[config.mk]
export PLATFORM = sky130hd
export DESIGN_NAME = fpumul_wbq_flat
export DESIGN_NICKNAME = d
export VERILOG_FILES = /design/src/rtl/fpumul_wbq_if.sv /design/src/rtl/fpumul_wbq.sv /design/src/flat_wrapper.sv
export SDC_FILE = /design/constraint.sdc
export NUM_CORES = 1
export LEC_CHECK = 0
export BUFFER_PORTS_ARGS = -buffer_cell sky130_fd_sc_hd__buf_2
export CAP_MARGIN = 40
export CORE_ASPECT_RATIO = 1.75
export CORE_MARGIN = 4
export CORE_UTILIZATION = 36
export DETAILED_ROUTE_END_ITERATION = 8
export GPL_ROUTABILITY_DRIVEN = 0
export GPL_TIMING_DRIVEN = 1
export PLACE_DENSITY = 0.58
export SYNTH_ARGS = -nofsm -noshare
export SYNTH_HDL_FRONTEND = slang
export SYNTH_SLANG_ARGS = --single-unit
[constraint.sdc]
create_clock -name clk -period 4.5 [get_ports clk]
set_clock_uncertainty 0.15 [all_clocks]
set_input_delay 0.9 -clock clk [delete_from_list [all_inputs] [get_ports clk]]
set_output_delay 0.9 -clock clk [all_outputs]
set_load 0.01 [all_outputs]
[src/rtl/fpumul_wbq_if.sv]
`default_nettype none
// ============================================================================
// Module   : fpumul_wbq_if
// Brief    : Issue, result, writeback and status signals of the FP multiply
//            writeback queue.
// Revision : 1.0 - initial release
// ============================================================================
interface fpumul_wbq_if #(
    parameter int TAG_W = 9
);
    logic             issue_en;
    logic             iss_ok;
    logic             in_en;
    logic [67:0]      in_res;
    logic [15:0]      in_res_hi;
    logic [10:0]      in_raise;
    logic [TAG_W-1:0] in_tag;
    logic             wb_valid;
    logic             wb_ready;
    logic [67:0]      wb_res;
    logic [15:0]      wb_res_hi;
    logic [10:0]      wb_raise;
    logic [TAG_W-1:0] wb_tag;
    logic             flush;
    logic             clr_sticky;
    logic [10:0]      sticky;
    logic             ovf_err;

    modport master (
        output issue_en, in_en, in_res, in_res_hi, in_raise, in_tag,
               wb_ready, flush, clr_sticky,
        input  iss_ok, wb_valid, wb_res, wb_res_hi, wb_raise, wb_tag,
               sticky, ovf_err
    );

    modport slave (
        input  issue_en, in_en, in_res, in_res_hi, in_raise, in_tag,
               wb_ready, flush, clr_sticky,
        output iss_ok, wb_valid, wb_res, wb_res_hi, wb_raise, wb_tag,
               sticky, ovf_err
    );
endinterface
`default_nettype wire

[src/rtl/fpumul_wbq.sv]
`default_nettype none
// ============================================================================
// Module   : fpumul_wbq
// Brief    : Credit-managed writeback queue behind the FP multiplier with
//            flush drop-tracking and sticky exception accumulation.
// Revision : 1.0 - initial release
// ============================================================================
module fpumul_wbq #(
    parameter int DEPTH = 4,
    parameter int TAG_W = 9
) (
    input  wire logic   clk,
    input  wire logic   rst,
    fpumul_wbq_if.slave wbq
);
    localparam int                 c_PTR_W     = $clog2(DEPTH);
    localparam int                 c_CNT_W     = c_PTR_W + 1;
    localparam logic [c_CNT_W-1:0] c_DEPTH_CNT = c_CNT_W'(DEPTH);

    logic [67:0]      r_res_mem   [DEPTH];
    logic [15:0]      r_hi_mem    [DEPTH];
    logic [10:0]      r_raise_mem [DEPTH];
    logic [TAG_W-1:0] r_tag_mem   [DEPTH];

    logic [c_PTR_W-1:0] r_rd_ptr;
    logic [c_PTR_W-1:0] r_wr_ptr;
    logic [c_CNT_W-1:0] r_occ;
    logic [c_CNT_W-1:0] r_rsv_cnt;
    logic [c_CNT_W-1:0] r_drop_cnt;
    logic [10:0]        r_sticky;
    logic               r_ovf_err;

    logic               w_valid;
    logic               w_dropping;
    logic               w_full;
    logic               w_pop;
    logic               w_ovf;
    logic               w_push;
    logic               w_drop_arr;
    logic [c_CNT_W:0]   w_rsv_sum;
    logic [c_CNT_W-1:0] w_rsv_next;
    logic [c_CNT_W-1:0] w_flush_cnt;
    logic [10:0]        w_sticky_next;

    assign w_valid    = (r_occ != '0);
    assign w_dropping = (r_drop_cnt != '0);
    assign w_full     = (r_occ == c_DEPTH_CNT);
    assign w_pop      = w_valid & wbq.wb_ready & ~wbq.flush;
    assign w_ovf      = wbq.in_en & ~w_dropping & w_full & ~w_pop;
    assign w_push     = wbq.in_en & ~w_dropping & ~wbq.flush & ~w_ovf;
    assign w_drop_arr = wbq.in_en & w_dropping & ~wbq.flush;

    // Credits still owed after a flush are exactly the in-flight results,
    // excluding the one arriving (and discarded) in the flush cycle itself.
    assign w_flush_cnt = r_rsv_cnt - r_occ - c_CNT_W'(wbq.in_en);

    always_comb begin
        w_rsv_sum  = {1'b0, r_rsv_cnt}
                   + (c_CNT_W+1)'(wbq.issue_en)
                   - (c_CNT_W+1)'(w_pop)
                   - (c_CNT_W+1)'(w_drop_arr);
        w_rsv_next = w_rsv_sum[c_CNT_W-1:0];
        if (w_rsv_sum > {1'b0, c_DEPTH_CNT}) begin
            w_rsv_next = c_DEPTH_CNT;
        end
    end

    assign w_sticky_next = (wbq.clr_sticky ? 11'h000 : r_sticky)
                         | (w_pop ? r_raise_mem[r_rd_ptr] : 11'h000);

    always_ff @(posedge clk or negedge rst) begin
        if (!rst) begin
            r_rd_ptr   <= '0;
            r_wr_ptr   <= '0;
            r_occ      <= '0;
            r_rsv_cnt  <= '0;
            r_drop_cnt <= '0;
            r_sticky   <= '0;
            r_ovf_err  <= 1'b0;
        end else begin
            r_sticky <= w_sticky_next;
            if (w_ovf) begin
                r_ovf_err <= 1'b1;
            end
            if (wbq.flush) begin
                r_rd_ptr   <= '0;
                r_wr_ptr   <= '0;
                r_occ      <= '0;
                r_rsv_cnt  <= w_flush_cnt;
                r_drop_cnt <= w_flush_cnt;
            end else begin
                r_rsv_cnt <= w_rsv_next;
                if (w_drop_arr) begin
                    r_drop_cnt <= r_drop_cnt - 1'b1;
                end
                if (w_push) begin
                    r_wr_ptr <= r_wr_ptr + 1'b1;
                end
                if (w_pop) begin
                    r_rd_ptr <= r_rd_ptr + 1'b1;
                end
                r_occ <= r_occ + c_CNT_W'(w_push) - c_CNT_W'(w_pop);
            end
        end
    end

    // Payload storage carries no reset; wb_* are only meaningful with wb_valid.
    always_ff @(posedge clk) begin
        if (w_push) begin
            r_res_mem[r_wr_ptr]   <= wbq.in_res;
            r_hi_mem[r_wr_ptr]    <= wbq.in_res_hi;
            r_raise_mem[r_wr_ptr] <= wbq.in_raise;
            r_tag_mem[r_wr_ptr]   <= wbq.in_tag;
        end
    end

    assign wbq.wb_valid  = w_valid;
    assign wbq.wb_res    = r_res_mem[r_rd_ptr];
    assign wbq.wb_res_hi = r_hi_mem[r_rd_ptr];
    assign wbq.wb_raise  = r_raise_mem[r_rd_ptr];
    assign wbq.wb_tag    = r_tag_mem[r_rd_ptr];
    assign wbq.iss_ok    = (r_rsv_cnt < c_DEPTH_CNT);
    assign wbq.sticky    = r_sticky;
    assign wbq.ovf_err   = r_ovf_err;

endmodule
`default_nettype wire

[src/flat_wrapper.sv]
// flat-port wrapper written by rule: the top's interface ports become plain ports
module fpumul_wbq_flat 
#(
    parameter int DEPTH = 4,
    parameter int TAG_W = 9
)
  (clk, rst, wbq_issue_en, wbq_in_en, wbq_in_res, wbq_in_res_hi, wbq_in_raise, wbq_in_tag, wbq_wb_ready, wbq_flush, wbq_clr_sticky, wbq_iss_ok, wbq_wb_valid, wbq_wb_res, wbq_wb_res_hi, wbq_wb_raise, wbq_wb_tag, wbq_sticky, wbq_ovf_err);
  fpumul_wbq_if #(.TAG_W(TAG_W)) wbq_i ();
  input  wire logic clk;
  input  wire logic rst;
  input wire logic [$bits(wbq_i.issue_en)-1:0] wbq_issue_en;
  input wire logic [$bits(wbq_i.in_en)-1:0] wbq_in_en;
  input wire logic [$bits(wbq_i.in_res)-1:0] wbq_in_res;
  input wire logic [$bits(wbq_i.in_res_hi)-1:0] wbq_in_res_hi;
  input wire logic [$bits(wbq_i.in_raise)-1:0] wbq_in_raise;
  input wire logic [$bits(wbq_i.in_tag)-1:0] wbq_in_tag;
  input wire logic [$bits(wbq_i.wb_ready)-1:0] wbq_wb_ready;
  input wire logic [$bits(wbq_i.flush)-1:0] wbq_flush;
  input wire logic [$bits(wbq_i.clr_sticky)-1:0] wbq_clr_sticky;
  output wire logic [$bits(wbq_i.iss_ok)-1:0] wbq_iss_ok;
  output wire logic [$bits(wbq_i.wb_valid)-1:0] wbq_wb_valid;
  output wire logic [$bits(wbq_i.wb_res)-1:0] wbq_wb_res;
  output wire logic [$bits(wbq_i.wb_res_hi)-1:0] wbq_wb_res_hi;
  output wire logic [$bits(wbq_i.wb_raise)-1:0] wbq_wb_raise;
  output wire logic [$bits(wbq_i.wb_tag)-1:0] wbq_wb_tag;
  output wire logic [$bits(wbq_i.sticky)-1:0] wbq_sticky;
  output wire logic [$bits(wbq_i.ovf_err)-1:0] wbq_ovf_err;
  assign wbq_i.issue_en = wbq_issue_en;
  assign wbq_i.in_en = wbq_in_en;
  assign wbq_i.in_res = wbq_in_res;
  assign wbq_i.in_res_hi = wbq_in_res_hi;
  assign wbq_i.in_raise = wbq_in_raise;
  assign wbq_i.in_tag = wbq_in_tag;
  assign wbq_i.wb_ready = wbq_wb_ready;
  assign wbq_i.flush = wbq_flush;
  assign wbq_i.clr_sticky = wbq_clr_sticky;
  assign wbq_iss_ok = wbq_i.iss_ok;
  assign wbq_wb_valid = wbq_i.wb_valid;
  assign wbq_wb_res = wbq_i.wb_res;
  assign wbq_wb_res_hi = wbq_i.wb_res_hi;
  assign wbq_wb_raise = wbq_i.wb_raise;
  assign wbq_wb_tag = wbq_i.wb_tag;
  assign wbq_sticky = wbq_i.sticky;
  assign wbq_ovf_err = wbq_i.ovf_err;
  fpumul_wbq #(.DEPTH(DEPTH), .TAG_W(TAG_W)) u_core (.clk(clk), .rst(rst), .wbq(wbq_i));
endmodule
# Yosys cells after proc, flatten, opt, wreduce, memory -nomap -nowiden
# Memories as Yosys holds them, arrays and structs flattened.
# Index checks and enable logic that the tools add are counted.
dict set report word_totals {
  regBits 25
  latch_bits 0
  mem_bits_rw 416
  mem_bits_ro 0
  inputBits 111
  out_inout_bits 118
  mem_count 4
}
# name words width rd rd_ports_with_merged_regs write_ports line_no
set memory_table {}
lappend memory_table {u_core.r_res_mem 4 68 1 0 1 fpumul_wbq.sv:20} ;# logic [67:0] r_res_mem [DEPTH];
lappend memory_table {u_core.r_hi_mem 4 16 1 0 1 fpumul_wbq.sv:21} ;# logic [15:0] r_hi_mem [DEPTH];
lappend memory_table {u_core.r_raise_mem 4 11 1 0 1 fpumul_wbq.sv:22} ;# logic [10:0] r_raise_mem [DEPTH];
lappend memory_table {u_core.r_tag_mem 4 9 1 0 1 fpumul_wbq.sv:23} ;# logic [TAG_W-1:0] r_tag_mem [DEPTH];
dict set report op_classes {
  addsub 10
  mul 0
  div_mod_pow 0
  order_cmp 2
  n_eq_ne 1
  n_shift 0
  n_mux 13
  n_bitwise 14
  n_reduce_logical 5
}
# cell count
set ops {}
lappend ops {{two-way mux 11 bit} 2}
lappend ops {{two-way mux 3 bit} 5}
lappend ops {{bitwise OR 11 bit} 1}
lappend ops {{bitwise AND 1 bit} 9}
lappend ops {{two-way mux 2 bit} 4}
lappend ops {{subtractor 4 x 1 -> 4 bit} 2}
lappend ops {{nonzero test 2 bit} 3}
lappend ops {{nonzero test 3 bit} 2}
lappend ops {{subtractor 3 x 1 -> 3 bit} 2}
lappend ops {{adder 2 x 1 -> 2 bit, second input constant} 2}
lappend ops {{adder 3 x 1 -> 4 bit} 1}
lappend ops {{greater-than comparator 4 x 3 -> 1 bit, second input constant} 1}
lappend ops {{NOT 1 bit} 4}
lappend ops {{adder 3 x 1 -> 3 bit} 1}
lappend ops {{== test 3 bit, second input constant} 1}
lappend ops {{< comparator 3 bit, second input constant} 1}
lappend ops {{subtractor 3 x 1 -> 3 bit, second input constant} 1}
lappend ops {{subtractor 3 bit} 1}
lappend ops {{two-way mux 1 bit} 2}

# Longest topological paths before layout
dict set report logic_depth {
  ltp_word 10
  mapped_depth 13
  ltp_nobuf 13
}

# Worst setup path after synthesis
# OpenSTA, ideal clock, no wires.
dict set report synth_timing {
  kind {input to register}
  startpoint {input wbq_flush}
  endpoint {memory u_core.r_hi_mem[2][0] (enable)}
  t_arrival_ns 3.878
  required_time_ns 3.875
  setup_slack_ns -0.003
  path_stages 3
  path_buffers 0
  cell_sequence {nand2b_1 > a311oi_2 > and2_1}
}
dict set report synth_between {
  elab_chain_cells 8
}
# element line_no
set synth_rtl {}
lappend synth_rtl {{from (decl)} flat_wrapper.sv:18} ;# input wire logic [$bits(wbq_i.flush)-1:0] wbq_flush;
lappend synth_rtl {{NOT 1 bit (*)} {fpumul_wbq.sv:48, fpumul_wbq.sv:50}}
lappend synth_rtl {{bitwise AND 1 bit} fpumul_wbq.sv:48} ;# assign w_pop = w_valid & wbq.wb_ready & ~wbq.flush;
lappend synth_rtl {{NOT 1 bit} fpumul_wbq.sv:49} ;# assign w_ovf = wbq.in_en & ~w_dropping & w_full & ~w_pop;
lappend synth_rtl {{bitwise AND 1 bit} fpumul_wbq.sv:49}
lappend synth_rtl {{NOT 1 bit} fpumul_wbq.sv:50} ;# assign w_push = wbq.in_en & ~w_dropping & ~wbq.flush & ~w_ovf;
lappend synth_rtl {{bitwise AND 1 bit (*)} fpumul_wbq.sv:50}
lappend synth_rtl {{two-way mux 1 bit (*)} fpumul_wbq.sv:109} ;# if (w_push) begin
lappend synth_rtl {{two-way mux 1 bit (implied by the code) (*)} fpumul_wbq.sv:111} ;# r_hi_mem[r_wr_ptr] <= wbq.in_res_hi;
lappend synth_rtl {{to (decl)} fpumul_wbq.sv:21}
# Every way passes the cells marked *; elsewhere a longest branch is shown, timed or not.

# Worst setup path in the final report
dict set report layout_timing {
  startpoint {register u_core.r_rd_ptr[0]}
  endpoint {output wbq_wb_raise[5]}
}
dict set report layout_between {
  elab_chain_cells 1
}
# element line_no
set layout_rtl {}
lappend layout_rtl {{from (decl)} fpumul_wbq.sv:25} ;# logic [c_PTR_W-1:0] r_rd_ptr;
lappend layout_rtl {{from (signal assigned)} fpumul_wbq.sv:100} ;# r_rd_ptr <= r_rd_ptr + 1'b1;
lappend layout_rtl {{memory read (4 x 11 bit)} --}
lappend layout_rtl {{to (decl)} flat_wrapper.sv:24} ;# output wire logic [$bits(wbq_i.wb_raise)-1:0] wbq_wb_raise;
# Every way passes these cells.

==> flow_summary.json <==
{
  "status": "finished, final reports clean",
  "dieArea_um2": 49400,
  "ctsResizeCount": 0,
  "clk_pin_slew_worst_paths_ns": 0.06,
  "drc": 0,
  "synth_fp_nets": 800,
  "cp_slowest_cell": "dfrtp_4",
  "arrival_ns": 2.59,
  "hold_violations": 0,
  "slew_headroom": 0.476,
  "drtAntennaViolNets": 0,
  "ff2ff_setup_slack_ns": 1.47,
  "cp_slowest_stage_delay_ns": 0.94,
  "clkLatencyLatePin_ns": 0.54,
  "fin_tns_setup_ns": 0,
  "grt_overflow": 0,
  "fp.dieH_um": 291,
  "grt_pass1_wl_um": 52000,
  "crit_chain": "buf_4, mux4_2, buf_2",
  "reg2regPathDepth": 13,
  "drtIter0Drc": 441,
  "io_buffer_count": 228,
  "period_needed_ns": 3.64,
  "grt_max_degree": 105,
  "dp_cells": 1468,
  "r2r_end": "u_core.r_rsv_cnt[2]",
  "synth.avg_cell_area_um2": 24.5,
  "viasPerCell": 4.92,
  "routed_wl_um": 34100,
  "antennaDiodeCount": 0,
  "grt_setup_unrepaired": "false",
  "clk_path_buf_depth": 3,
  "critical_path_class": "reg -> out",
  "multi_input_area_um2": 3080,
  "nNetsFinal": 1060,
  "syn_area_um2": 16500,
  "fin_hold_ws_ns": 0.242,
  "dp_hpwl_um": 21300,
  "yosysSeqAreaShare": 0.796,
  "placed_area_um2": 18400,
  "vias": 7587,
  "initial_core_util": 0.364,
  "synth_area_leaders": "edfxtp_1, mux4_2, dfrtp_1",
  "yosys_warnings": 0,
  "firstDrtPassIters": 5,
  "layout-drive-gt1-share": 0.425,
  "fin_cells": 1541,
  "synth.top_cell.area_share": 0.758,
  "regArea_um2": 13100,
  "design.core.area_um2": 45200,
  "area_growth_pct": 19.4,
  "tightest_slew_ns": 0.786,
  "routedWlPerCell_um": 22.1,
  "postLayoutCellArea_um2": 19700,
  "ir_drop_v": 0.000376,
  "p_leak_nw": 6.67,
  "cp_max_fo": 36,
  "r2r-start": "u_core.r_drop_cnt[0]",
  "cts_root_buf": "clkbuf_16",
  "timing.final.crit_share": 0.810,
  "cp-start-kind": "flop",
  "cts_hold_buf": 0,
  "cts_num_sinks": 441,
  "cts_tree": "done",
  "powerDensity_nw_per_um2": 500,
  "crit_required_ns": 3.45,
  "yosysTopAreaCell": "edfxtp_1",
  "synth.distinct_cells": 41,
  "cts_buffers": 40,
  "cts_setup_buffers": 0,
  "ys_ff_latch": 441,
  "htreeDepth": 2,
  "drv_cap": 0,
  "rows": 103,
  "fp.dieW_um": 170,
  "clock.fmax_ghz": 0.274,
  "min_path_type": "in -> async",
  "antenna_found_initial": 1,
  "synthCells": 673,
  "grt_usage": 0.139,
  "ios": 229,
  "grt_pass1_vias": 8359,
  "finalSetupViolCount": 0,
  "end_kind": "output pin",
  "maxSlewViolCount": 0,
  "fill_cells": 3935
}
## metrics by stage
stage	util	worst slack (ns)	total power, mW
3_5_place_dp	0.406	1.07	6.68
5_1_grt	0.435	0.671	10.4
4_1_cts	0.435	0.719	10.0
6_report	0.435	0.857	9.84
2_1_floorplan	-	0.954	6.02
3_3_place_gp	0.406	1.07	6.67
## routing by layer
| layer | GRT usage | share of wire | up-vias |
|---|---|---|---|
| li1 | - | - | 3344 |
| met1 | 0.166 | 0.37 | 4001 |
| met2 | 0.252 | 0.56 | 194 |
| met3 | 0.0279 | 0.052 | 46 |
| met4 | 0.0399 | 0.022 | 2 |
| met5 | 0 | 0.00038 | - |
## worst max path at each step
| stage | from | slack (ns) | end |
|---|---|---|---|
| 6_report | u_core.r_rd_ptr[0] | 0.86 | wbq_wb_raise[5] |
| 5_1_grt | u_core.r_rd_ptr[0] | 0.67 | wbq_wb_raise[5] |
| 4_1_cts | u_core.r_rd_ptr[0] | 0.72 | wbq_wb_raise[5] |
| 3_5_place_dp | wbq_flush | 1.07 | u_core.r_rsv_cnt[2] |
| 3_3_place_gp | wbq_flush | 1.07 | u_core.r_rsv_cnt[2] |
| 2_1_floorplan | wbq_flush | 0.95 | u_core.r_rsv_cnt[2] |
## sequential cells by signal, summed over array words and instances (netlist names)
name	cells
u_core.r_occ	3
u_core.r_raise_mem	44
u_core.r_wr_ptr	2
u_core.r_drop_cnt	3
u_core.r_res_mem	272
u_core.r_tag_mem	36
u_core.r_rsv_cnt	3
u_core.wbq.ovf_err	1
u_core.r_rd_ptr	2
u_core.r_hi_mem	64
u_core.wbq.sticky	11
## cells by family (layout without fill, tap and decap cells)
logic type,after synthesis,after routing,share of synthesized area
fa+ha+maj,16,16,0.0144
flops,441,441,0.796
compound gates,24,24,0.0120
simple gates,33,33,0.0101
buf+inv,47,338,0.0180
xor+xnor,6,6,0.00402
mux,106,106,0.145
## Yosys cell counts
cell type	instances
edfxtp_1	416
mux4_2	95
dfrtp_1	25
inv_1	18
buf_2	14
a22o_1	11
ha_1	11
buf_6	10
mux4_1	9
nand2_1	7
nor2_1	7
fa_1	5
and2_1	4
nand2b_1	3
nor2b_1	3
nor3_1	3
xnor2_1	3
a21oi_1	2
clkbuf_1	2
nand3_1	2
o31a_1	2
xor2_1	2
a311o_1	1
a311oi_2	1
a31oi_1	1
and3_1	1
buf_1	1
buf_12	1
buf_8	1
mux2_2	1
mux2i_1	1
nand3b_1	1
nand4_1	1
o21a_1	1
o21ai_0	1
o21bai_1	1
o22ai_1	1
o311ai_0	1
o31ai_1	1
or3_1	1
xnor3_1	1
## worst max-delay path: cells and delay by family, from the launching register on
kind | cells | cell delay [ns]
DFF | 1 | 0.94
muxes | 1 | 0.58
buffers and inverters | 2 | 0.52
## cell type report
class	instances	area share
clock buffer	47	0.0544
clock inverter	26	0.0111
inverter	18	0.00343
multi-input combinational	185	0.156
sequential	441	0.667
tap	577	0.0367
timing repair buffer	247	0.0710
## cell usage in the layout (no fill, tap or decap), types with 2 or more instances in the layout
cell and count:
clkbuf_16 42, mux4_1 9, o31a_1 2, xnor2_1 3, clkinv_1 8, clkinv_2 10, and2_4 4, nor2_1 7
bufinv_16 3, dfrtp_1 23, buf_2 228, mux4_2 95, edfxtp_1 416, nand2b_1 3, ha_1 11, nor2b_1 3
buf_12 9, buf_4 10, dfrtp_4 2, clkinvlp_4 2, a21oi_1 2, nand3_1 2, inv_1 18, nor3_1 3
clkbuf_1 5, a22o_1 11, xor2_1 2, nand2_1 7, fa_1 5
## where the power goes
part	total, mW	internal (mW)	switching (mW)	leakage, nW
logic	1.75	0.913	0.841	1.97
clock network	3.32	1.88	1.44	0.633
registers	4.76	4.61	0.153	4.07
Note: power is estimated with default switching activity, not from simulation.
